[config.mk]
export PLATFORM = sky130hd
export DESIGN_NAME = uart_tx_fifo_feeder_flat
export DESIGN_NICKNAME = d
export VERILOG_FILES = /design/src/rtl/uart_tx_fifo_feeder_if.sv /design/src/rtl/uart_tx_fifo_feeder.sv /design/src/flat_wrapper.sv
export SDC_FILE = /design/constraint.sdc
export NUM_CORES = 1
export LEC_CHECK = 0
export BUFFER_PORTS_ARGS = -buffer_cell sky130_fd_sc_hd__clkbuf_2
export CAP_MARGIN = 40
export CELL_PAD_IN_SITES_DETAIL_PLACEMENT = 1
export CELL_PAD_IN_SITES_GLOBAL_PLACEMENT = 2
export CORE_ASPECT_RATIO = 1.4
export CORE_MARGIN = 8
export CORE_UTILIZATION = 40
export DETAILED_ROUTE_END_ITERATION = 7
export PLACE_DENSITY = 0.79
export SETUP_SLACK_MARGIN = 0.3
export SYNTH_ARGS = -nofsm -noshare
export SYNTH_HDL_FRONTEND = slang
export SYNTH_SLANG_ARGS = --single-unit
[constraint.sdc]
create_clock -name i_Clock -period 6.08 [get_ports i_Clock]
set_clock_uncertainty 0.15 [all_clocks]
set_input_delay 0.304 -clock i_Clock [delete_from_list [all_inputs] [get_ports i_Clock]]
set_output_delay 0.304 -clock i_Clock [all_outputs]
set_load 0.03 [all_outputs]
[src/rtl/uart_tx_fifo_feeder_if.sv]
// Producer-side and transmitter-side handshake bundle for the UART TX FIFO feeder.
// The count width follows DEPTH, so it must match the feeder instance it connects to.
interface uart_tx_fifo_feeder_if #(
    parameter int DEPTH = 16
);
    localparam int CW = $clog2(DEPTH) + 1;

    logic          i_Wr_DV;
    logic [7:0]    i_Wr_Byte;
    logic          o_Full;
    logic          o_Empty;
    logic [CW-1:0] o_Count;
    logic          o_Overflow;
    logic          o_TX_DV;
    logic [7:0]    o_TX_Byte;
    logic          i_TX_Active;
    logic          i_TX_Done;

    modport slave (
        input  i_Wr_DV, i_Wr_Byte, i_TX_Active, i_TX_Done,
        output o_Full, o_Empty, o_Count, o_Overflow, o_TX_DV, o_TX_Byte
    );

    modport master (
        output i_Wr_DV, i_Wr_Byte, i_TX_Active, i_TX_Done,
        input  o_Full, o_Empty, o_Count, o_Overflow, o_TX_DV, o_TX_Byte
    );
endinterface

[src/rtl/uart_tx_fifo_feeder.sv]
// Byte FIFO plus launch FSM feeding a UART transmitter one byte per done pulse,
// with an optional idle gap between completion and the next launch.
module uart_tx_fifo_feeder #(
    parameter int DEPTH    = 16,
    parameter int GAP_CLKS = 0
) (
    input logic                   i_Clock,
    input logic                   i_Rst_L,
    uart_tx_fifo_feeder_if.slave  bus
);
    localparam int AW = $clog2(DEPTH);
    localparam int CW = AW + 1;
    localparam int GW = (GAP_CLKS > 0) ? $clog2(GAP_CLKS + 1) : 1;
    localparam logic [CW-1:0] FULL_CNT = CW'(DEPTH);
    localparam logic [GW-1:0] GAP_LAST = GW'((GAP_CLKS > 0) ? (GAP_CLKS - 1) : 0);

    typedef enum logic [1:0] {
        IDLE      = 2'd0,
        WAIT_DONE = 2'd1,
        GAP       = 2'd2
    } state_t;

    state_t        state_r;
    state_t        state_s;
    logic [7:0]    mem_r [DEPTH];
    logic [AW-1:0] wr_ptr_r;
    logic [AW-1:0] rd_ptr_r;
    logic [CW-1:0] count_r;
    logic [CW-1:0] count_s;
    logic [GW-1:0] gap_cnt_r;
    logic [GW-1:0] gap_cnt_s;
    logic          wr_ok_s;
    logic          launch_s;
    logic          tx_dv_r;
    logic [7:0]    tx_byte_r;
    logic          overflow_r;
    logic          full_r;
    logic          empty_r;

    assign bus.o_TX_DV    = tx_dv_r;
    assign bus.o_TX_Byte  = tx_byte_r;
    assign bus.o_Overflow = overflow_r;
    assign bus.o_Count    = count_r;
    assign bus.o_Full     = full_r;
    assign bus.o_Empty    = empty_r;

    // Launch FSM next state plus FIFO write/pop decisions (fullness uses pre-edge count).
    always_comb begin
        state_s   = state_r;
        gap_cnt_s = gap_cnt_r;
        launch_s  = 1'b0;
        case (state_r)
            IDLE: begin
                if ((count_r != {CW{1'b0}}) && !bus.i_TX_Active) begin
                    launch_s = 1'b1;
                    state_s  = WAIT_DONE;
                end else begin
                    state_s  = IDLE;
                end
            end
            WAIT_DONE: begin
                if (bus.i_TX_Done) begin
                    if (GAP_CLKS == 0) begin
                        state_s = IDLE;
                    end else begin
                        gap_cnt_s = {GW{1'b0}};
                        state_s   = GAP;
                    end
                end else begin
                    state_s = WAIT_DONE;
                end
            end
            GAP: begin
                gap_cnt_s = gap_cnt_r + GW'(1'b1);
                if (gap_cnt_r == GAP_LAST) begin
                    state_s = IDLE;
                end else begin
                    state_s = GAP;
                end
            end
            default: begin
                state_s   = IDLE;
                gap_cnt_s = {GW{1'b0}};
            end
        endcase
        wr_ok_s = bus.i_Wr_DV && (count_r != FULL_CNT);
        count_s = count_r + CW'(wr_ok_s) - CW'(launch_s);
    end

    // Control, pointer, count and registered output state.
    always_ff @(posedge i_Clock or negedge i_Rst_L) begin
        if (!i_Rst_L) begin
            state_r    <= IDLE;
            gap_cnt_r  <= {GW{1'b0}};
            wr_ptr_r   <= {AW{1'b0}};
            rd_ptr_r   <= {AW{1'b0}};
            count_r    <= {CW{1'b0}};
            full_r     <= 1'b0;
            empty_r    <= 1'b1;
            tx_dv_r    <= 1'b0;
            tx_byte_r  <= 8'h00;
            overflow_r <= 1'b0;
        end else begin
            state_r    <= state_s;
            gap_cnt_r  <= gap_cnt_s;
            wr_ptr_r   <= wr_ptr_r + AW'(wr_ok_s);
            rd_ptr_r   <= rd_ptr_r + AW'(launch_s);
            count_r    <= count_s;
            full_r     <= (count_s == FULL_CNT);
            empty_r    <= (count_s == {CW{1'b0}});
            tx_dv_r    <= launch_s;
            tx_byte_r  <= launch_s ? mem_r[rd_ptr_r] : tx_byte_r;
            overflow_r <= bus.i_Wr_DV && (count_r == FULL_CNT);
        end
    end

    // Storage array; contents are don't-care until written, so it carries no reset.
    always_ff @(posedge i_Clock) begin
        if (wr_ok_s) begin
            mem_r[wr_ptr_r] <= bus.i_Wr_Byte;
        end
    end
endmodule

[src/flat_wrapper.sv]
// flat-port wrapper written by rule: the top's interface ports become plain ports
module uart_tx_fifo_feeder_flat 
#(
    parameter int DEPTH    = 16,
    parameter int GAP_CLKS = 0
)
  (i_Clock, i_Rst_L, bus_i_Wr_DV, bus_i_Wr_Byte, bus_i_TX_Active, bus_i_TX_Done, bus_o_Full, bus_o_Empty, bus_o_Count, bus_o_Overflow, bus_o_TX_DV, bus_o_TX_Byte);
  uart_tx_fifo_feeder_if #(.DEPTH(DEPTH)) bus_i ();
  input logic i_Clock;
  input logic i_Rst_L;
  input wire logic [$bits(bus_i.i_Wr_DV)-1:0] bus_i_Wr_DV;
  input wire logic [$bits(bus_i.i_Wr_Byte)-1:0] bus_i_Wr_Byte;
  input wire logic [$bits(bus_i.i_TX_Active)-1:0] bus_i_TX_Active;
  input wire logic [$bits(bus_i.i_TX_Done)-1:0] bus_i_TX_Done;
  output wire logic [$bits(bus_i.o_Full)-1:0] bus_o_Full;
  output wire logic [$bits(bus_i.o_Empty)-1:0] bus_o_Empty;
  output wire logic [$bits(bus_i.o_Count)-1:0] bus_o_Count;
  output wire logic [$bits(bus_i.o_Overflow)-1:0] bus_o_Overflow;
  output wire logic [$bits(bus_i.o_TX_DV)-1:0] bus_o_TX_DV;
  output wire logic [$bits(bus_i.o_TX_Byte)-1:0] bus_o_TX_Byte;
  assign bus_i.i_Wr_DV = bus_i_Wr_DV;
  assign bus_i.i_Wr_Byte = bus_i_Wr_Byte;
  assign bus_i.i_TX_Active = bus_i_TX_Active;
  assign bus_i.i_TX_Done = bus_i_TX_Done;
  assign bus_o_Full = bus_i.o_Full;
  assign bus_o_Empty = bus_i.o_Empty;
  assign bus_o_Count = bus_i.o_Count;
  assign bus_o_Overflow = bus_i.o_Overflow;
  assign bus_o_TX_DV = bus_i.o_TX_DV;
  assign bus_o_TX_Byte = bus_i.o_TX_Byte;
  uart_tx_fifo_feeder #(.DEPTH(DEPTH), .GAP_CLKS(GAP_CLKS)) u_core (.i_Clock(i_Clock), .i_Rst_L(i_Rst_L), .bus(bus_i));
endmodule
Word level (Yosys, flattened, before mapping):

Memories as Yosys holds them, arrays and structs flattened. A register that Yosys moved wholly into a read port is not among the register bits.
Cells that the tools add are included.

* memories: 1
* input port bits: 13
* output and inout port bits: 17
* memory bits (writable): 128
* register bits: 20
* word-level logic and storage cells: 38

Memories
* u_core.mem_r: words 16, bits a word 8, read ports 1, clocked after memory_dff 1, write ports 1, RTL line uart_tx_fifo_feeder.sv:25 `logic [7:0] mem_r [DEPTH];`

* muxes and demuxes: 9
* equality and inequality tests: 5
* $add $sub $neg: 5
* reductions and logical operators: 9

Operators by type and width (count)
* $eq 5x5->1 const B: 2
* $add 4x1->4: 2
* $mux 1: 6
* $pmux 2 s3: 1
* $add 5x1->5: 1
* $logic_not 5->1: 1
* $ne 5x5->1 const B: 1
* $reduce_bool 5->1: 1
* $sub 5x1->5: 1
* $logic_and 1x1->1: 3
* $eq 2x1->1 const B: 1
* $eq 2x2->1 const B: 1
* $logic_not 1->1: 2
* $logic_not 2->1: 1
* $mux 2: 1
* $pmux 1 s2: 1
* $reduce_or 2->1: 1
* $add 1x1->1 const B: 1

Depth between registers and ports, before layout:

* depth after elaboration: 6
* depth in mapped cells: 15
* depth with buffers taken out: 13

Worst setup path before layout:

OpenSTA, ideal clock, no wires.

* path kind: register -> register
* start point: register u_core.count_r[3] (netlist: u_core.bus.o_Count[3])
* end point: register u_core.full_r (netlist: u_core.bus.o_Full)
* arrival time: 3.201 ns
* data required time: 5.842 ns
* setup slack: 2.641 ns
* path buffers: 2
* cell stages (with the launch flop): 15
* period minus slack after synthesis: 3.439 ns
* cells stage by stage: dfrtp_1 -> inv_1 -> ha_1 -> nor4b_1 -> or4_1 -> clkbuf_1 -> clkbuf_1 -> inv_1 -> ha_1 -> inv_1 -> ha_1 -> fa_1 -> xor2_1 -> or3_1 -> nor3b_1

* longest elaborated chain between the ends: 6
* elaborated cells on any way between the ends: 9
* classes of those cells: 2 x add/sub; 2 x eq/ne; 2 x mux; 3 x reduce/logical

RTL lines
* start, declared: RTL line uart_tx_fifo_feeder.sv:28 `logic [CW-1:0] count_r;`
* start signal, assigned: RTL line uart_tx_fifo_feeder.sv:97 `count_r <= {CW{1'b0}};`
* start signal, assigned: RTL line uart_tx_fifo_feeder.sv:108 `count_r <= count_s;`
* $reduce_bool 5->1: RTL line uart_tx_fifo_feeder.sv:54 `if ((count_r != {CW{1'b0}}) && !bus.i_TX_Active) begin`
* $logic_and 1x1->1: RTL line uart_tx_fifo_feeder.sv:54
* $mux 1: RTL line uart_tx_fifo_feeder.sv:54
* $mux 1: RTL line uart_tx_fifo_feeder.sv:52 `case (state_r)`
* net u_core.launch_s: RTL line uart_tx_fifo_feeder.sv:33 `logic launch_s;`
* $sub 5x1->5: RTL line uart_tx_fifo_feeder.sv:87 `count_s = count_r + CW'(wr_ok_s) - CW'(launch_s);`
* net u_core.count_s[2]: RTL line uart_tx_fifo_feeder.sv:29 `logic [CW-1:0] count_s;`
* $eq 5x5->1: RTL line uart_tx_fifo_feeder.sv:109 `full_r <= (count_s == FULL_CNT);`
* end signal, assigned: RTL line uart_tx_fifo_feeder.sv:109
* end, declared: RTL line uart_tx_fifo_feeder.sv:37 `logic full_r;`

The timed path passes the listed nets, and every way through them passes these cells.
A chain may end at the register's enable or synchronous reset.

Final worst setup path:

* start point: register u_core.count_r[2] (netlist: u_core.bus.o_Count[2])
* end point: register u_core.full_r (netlist: u_core.bus.o_Full)

The elaborated chain is that of the path after synthesis.

==> results.txt <==
The flow ran to the end, and the final reports show no timing, DRC or antenna violations. The signed area change from the synthesized netlist to the final layout is 16.1%. STA puts the critical path data arrival time at between 3000 and 4000 ps. For the pin with the worst max-slew slack, the measured transition is between 900 and 1000 ps. The static leakage is 2.62 nW.

The later pin in the worst-skew pair is clocked with a latency of between 400 and 500 ps. In the global route stage, overall resource usage came out at 0.132. The register area share after synthesis is 0.733. Before antenna repair, the detailed router went through 4 iterations. The worst vdd rail ir drop came out at ~0.24 mV. Overall power consumption after layout is estimated at around 3.5 mW. The horizontal die dimension came out at between 100 and 150 µm. The vertical extent of the die is about 160 µm. The final weighted congestion of routability-driven global placement is approximately 0.72. By count the netlist is led by 128 x edfxtp_1, 27 x dfrtp_1, 24 x mux4_2. The critical path is of the reg2reg type. In this run the clock root is driven by a clkbuf_16. The global-route wire length before repair came out at between 15 and 20 mm. Subtracting the final worst setup slack from the clock period gives roughly 3500 ps. Among all flip-flop cells after synthesis, the most frequent one is edfxtp_1. The top fanout value on the critical path came out at 18. The slowest stage of the critical path is the or4_1 cell. The most numerous cell in the Yosys netlist is edfxtp_1. The number of global-route vias before repair is approximately 3,300. The number of endpoints failing setup at the final stage came out at 0. The maximum cell stage delay along the critical path is between 400 and 500 ps.

The share of synthesized area in the top cell type comes to 0.620. The worst min-delay path class is in2reg. The clock-pin slew on the worst setup and hold paths is roughly 60 ps. The wire length after detailed routing is around 12 mm. The count of buffers added on input and output ports is 29. The async set or reset register ratio after synthesis came out at 0.179.

For this run, design rule violations remaining after detail routing come to 0. In this run, placement finished with an instance count of 533. The number of nets in the synthesized netlist is 337. The number of antenna violations at the first check in global routing is 0.

The clock tree from TritonCTS is done. The total standard cell area after synthesis came out at just over 6000 µm². The H-tree was split into 4 levels. The total negative slack for setup checks came out at 0 ps.

The antenna diode count came out at 0. The library cell occupying the most area in the post-synthesis netlist is edfxtp_1. The detail route stage leaves a number of antenna-violating nets equal to 0. The detailed router placed 2,967 vias in this run.

The cell count after synthesis came out at 313. Dividing the detail-routed wire length by the instance count gives roughly 21 µm. The post-synthesis average cell area came out at 19.8 µm². In this run the count of I/O pins placed on the die edge is 30. The maximum root-to-sink buffer count is 2. The max-slew violation count is 0. The proportion of layout cells with a drive suffix above 1 came out at 0.286. The synthesis warning total is 0. After synthesis, the cell types taking the most area are edfxtp_1 62%, dfrtp_1 11%, mux4_2 8.7%. The overflow left after global routing is 0. The unique cell type count in the Yosys netlist came out at 38. The per-cell via count in the routed design is 5.21. The number of enable-type register cells in the synthesized netlist came out at 128. The worst setup path is captured at a flip-flop. The largest net degree at the start of global routing came out at 29. The count of max-cap constraint violations came out at 0. The floorplan step defined a die boundary enclosing about 20,000 µm².

Power spread over the standard cell area amounts to a little under 500 nW/µm². The starting utilization of the core area is 0.403. Once layout is complete, the utilization of the core stands at 0.467. Of the available clock period, the critical path in the final layout requires 0.574. Buffers inserted during clock tree synthesis total 17. The filler cells instantiated in the layout total about 1,400.

The final hold violation count is 0. The number of storage elements in the synthesis netlist came out at ~160. In this run the tightest slew margin relative to its limit is 0.368. The region available for standard cell placement spans between 15,000 and 20,000 µm². The fmax came out at approximately 290 MHz. The floorplan row count is 54. The post-route non-filler standard cell count is 570. The required time at the endpoint of the critical path is 6270 ps. The DRC violation total after the first TritonRoute iteration came out at 148. Walking the worst path, the cells encountered are inv_1, ha_1, nor4b_1, or4_1, inv_1, ha_1, inv_1, ha_1, fa_1, xor2_1, or3_1, nor3b_1. STA classifies the critical path startpoint as a flip-flop. The clock sink total came out at ~160. Setup repair after global routing left no endpoint under its margin. The sum of net half-perimeters after detailed placement is a little over 8 mm. The net count of the finished layout came out at just under 400.
-- layout by cell type (no fill, tap or decap), types with 2 or more instances in the layout --
cell type and n:
nand3b_1 2, dlygate4sd3_1 3, nor2b_1 3, inv_1 8, mux2i_1 15, dfrtp_1 26, o21ai_0 6, buf_4 11
nor2_1 14, ha_1 10, inv_8 2, a211o_1 2, mux4_2 24, xnor2_1 3, mux4_1 8, xor2_1 5
clkbuf_16 19, inv_6 5, nand2b_1 3, nand3_1 3, nor3_2 2, nand2_1 9, clkinv_2 3, clkbuf_2 29
edfxtp_1 128, a21oi_1 4, nor3_1 3, inv_4 2, mux2_2 6, a22o_1 2
-- final timing paths --
check                      slack [ps]                 endpoint  cells after the start                     from
min in group asynchronous         300  u_core.bus.o_TX_Byte[7]                      2                  i_Rst_L
hold reg to reg                   340  u_core.bus.o_TX_Byte[6]                      2  u_core.bus.o_TX_Byte[6]
hold / removal                    170       u_core.mem_r[5][1]                      1         bus_i_Wr_Byte[1]
max in group asynchronous        4980       u_core.rd_ptr_r[0]                      2                  i_Rst_L
setup reg to reg                 2590        u_core.bus.o_Full                     12    u_core.bus.o_Count[2]
setup / recovery                 2590        u_core.bus.o_Full                     12    u_core.bus.o_Count[2]
-- layout make-up --
class | count | area [µm²] | area share
Clock buffer | 20 | 479 | 0.0666
Timing Repair Buffer | 44 | 278 | 0.0386
Sequential cell | 156 | 4550 | 0.631
Multi-Input combinational cell | 134 | 1530 | 0.212
Tap cell | 196 | 245 | 0.0341
Clock inverter | 12 | 93.8 | 0.0130
Inverter | 8 | 30.0 | 0.00417
-- stage by stage --
step                      worst slack, ps  instance area (µm²)  hold slack (ps)
after detailed placement             2540                 6580              238
after floorplan                      2640                 6200             -142
after CTS                            2520                 7190              148
final                                2590                 7200              165
after global placement               2620                 6530              229
after global routing                 2240                 7200              166
-- power by group --
group,leakage [nW],internal [mW],switching [mW]
sequential,1.50,1.33,0.140
combinational,0.828,0.471,0.555
clock,0.291,0.581,0.438
total,2.62,2.39,1.13
-- worst max-delay path: cells and delay by family (launching register included) --
kind	cells	cell delay, ps
xor gates and xnor gates	1	190
adders and majority gates	4	1110
and+or+nand+nor	4	1270
buffers and inverters	3	290
DFF	1	400
-- registers in the layout, indices dropped and copies added (netlist names) --
name                   cells
u_core.bus.o_Count         5
u_core.bus.o_Empty         1
u_core.bus.o_Full          1
u_core.bus.o_Overflow      1
u_core.bus.o_TX_Byte       8
u_core.bus.o_TX_DV         1
u_core.gap_cnt_r           1
u_core.mem_r             128
u_core.rd_ptr_r            4
u_core.state_r             2
u_core.wr_ptr_r            4
-- metal layers --
layer  global-route usage  vias up  part of all wire
met5                    0        -                 0
met4               0.0574        0             0.014
met3               0.0422       12             0.037
met2                0.228       49              0.54
met1                0.145     1566              0.40
li1                     -     1340                 -
-- logic make-up after synthesis --
logic type	Yosys count	synth area share
buffers and inverters	23	0.0224
and+or+nand+nor	46	0.0377
DFF	156	0.733
adders and majority gates	11	0.0234
xor gates and xnor gates	8	0.0113
AOI/OAI and AO/OA	16	0.0161
muxes	53	0.156
-- timing repair --
action	CTS	global route
resized for setup	0	0
hold buffers	3	0
endpoints found under the hold margin	29	0
buffers inserted	0	0
(Power assumes the default switching activity.)
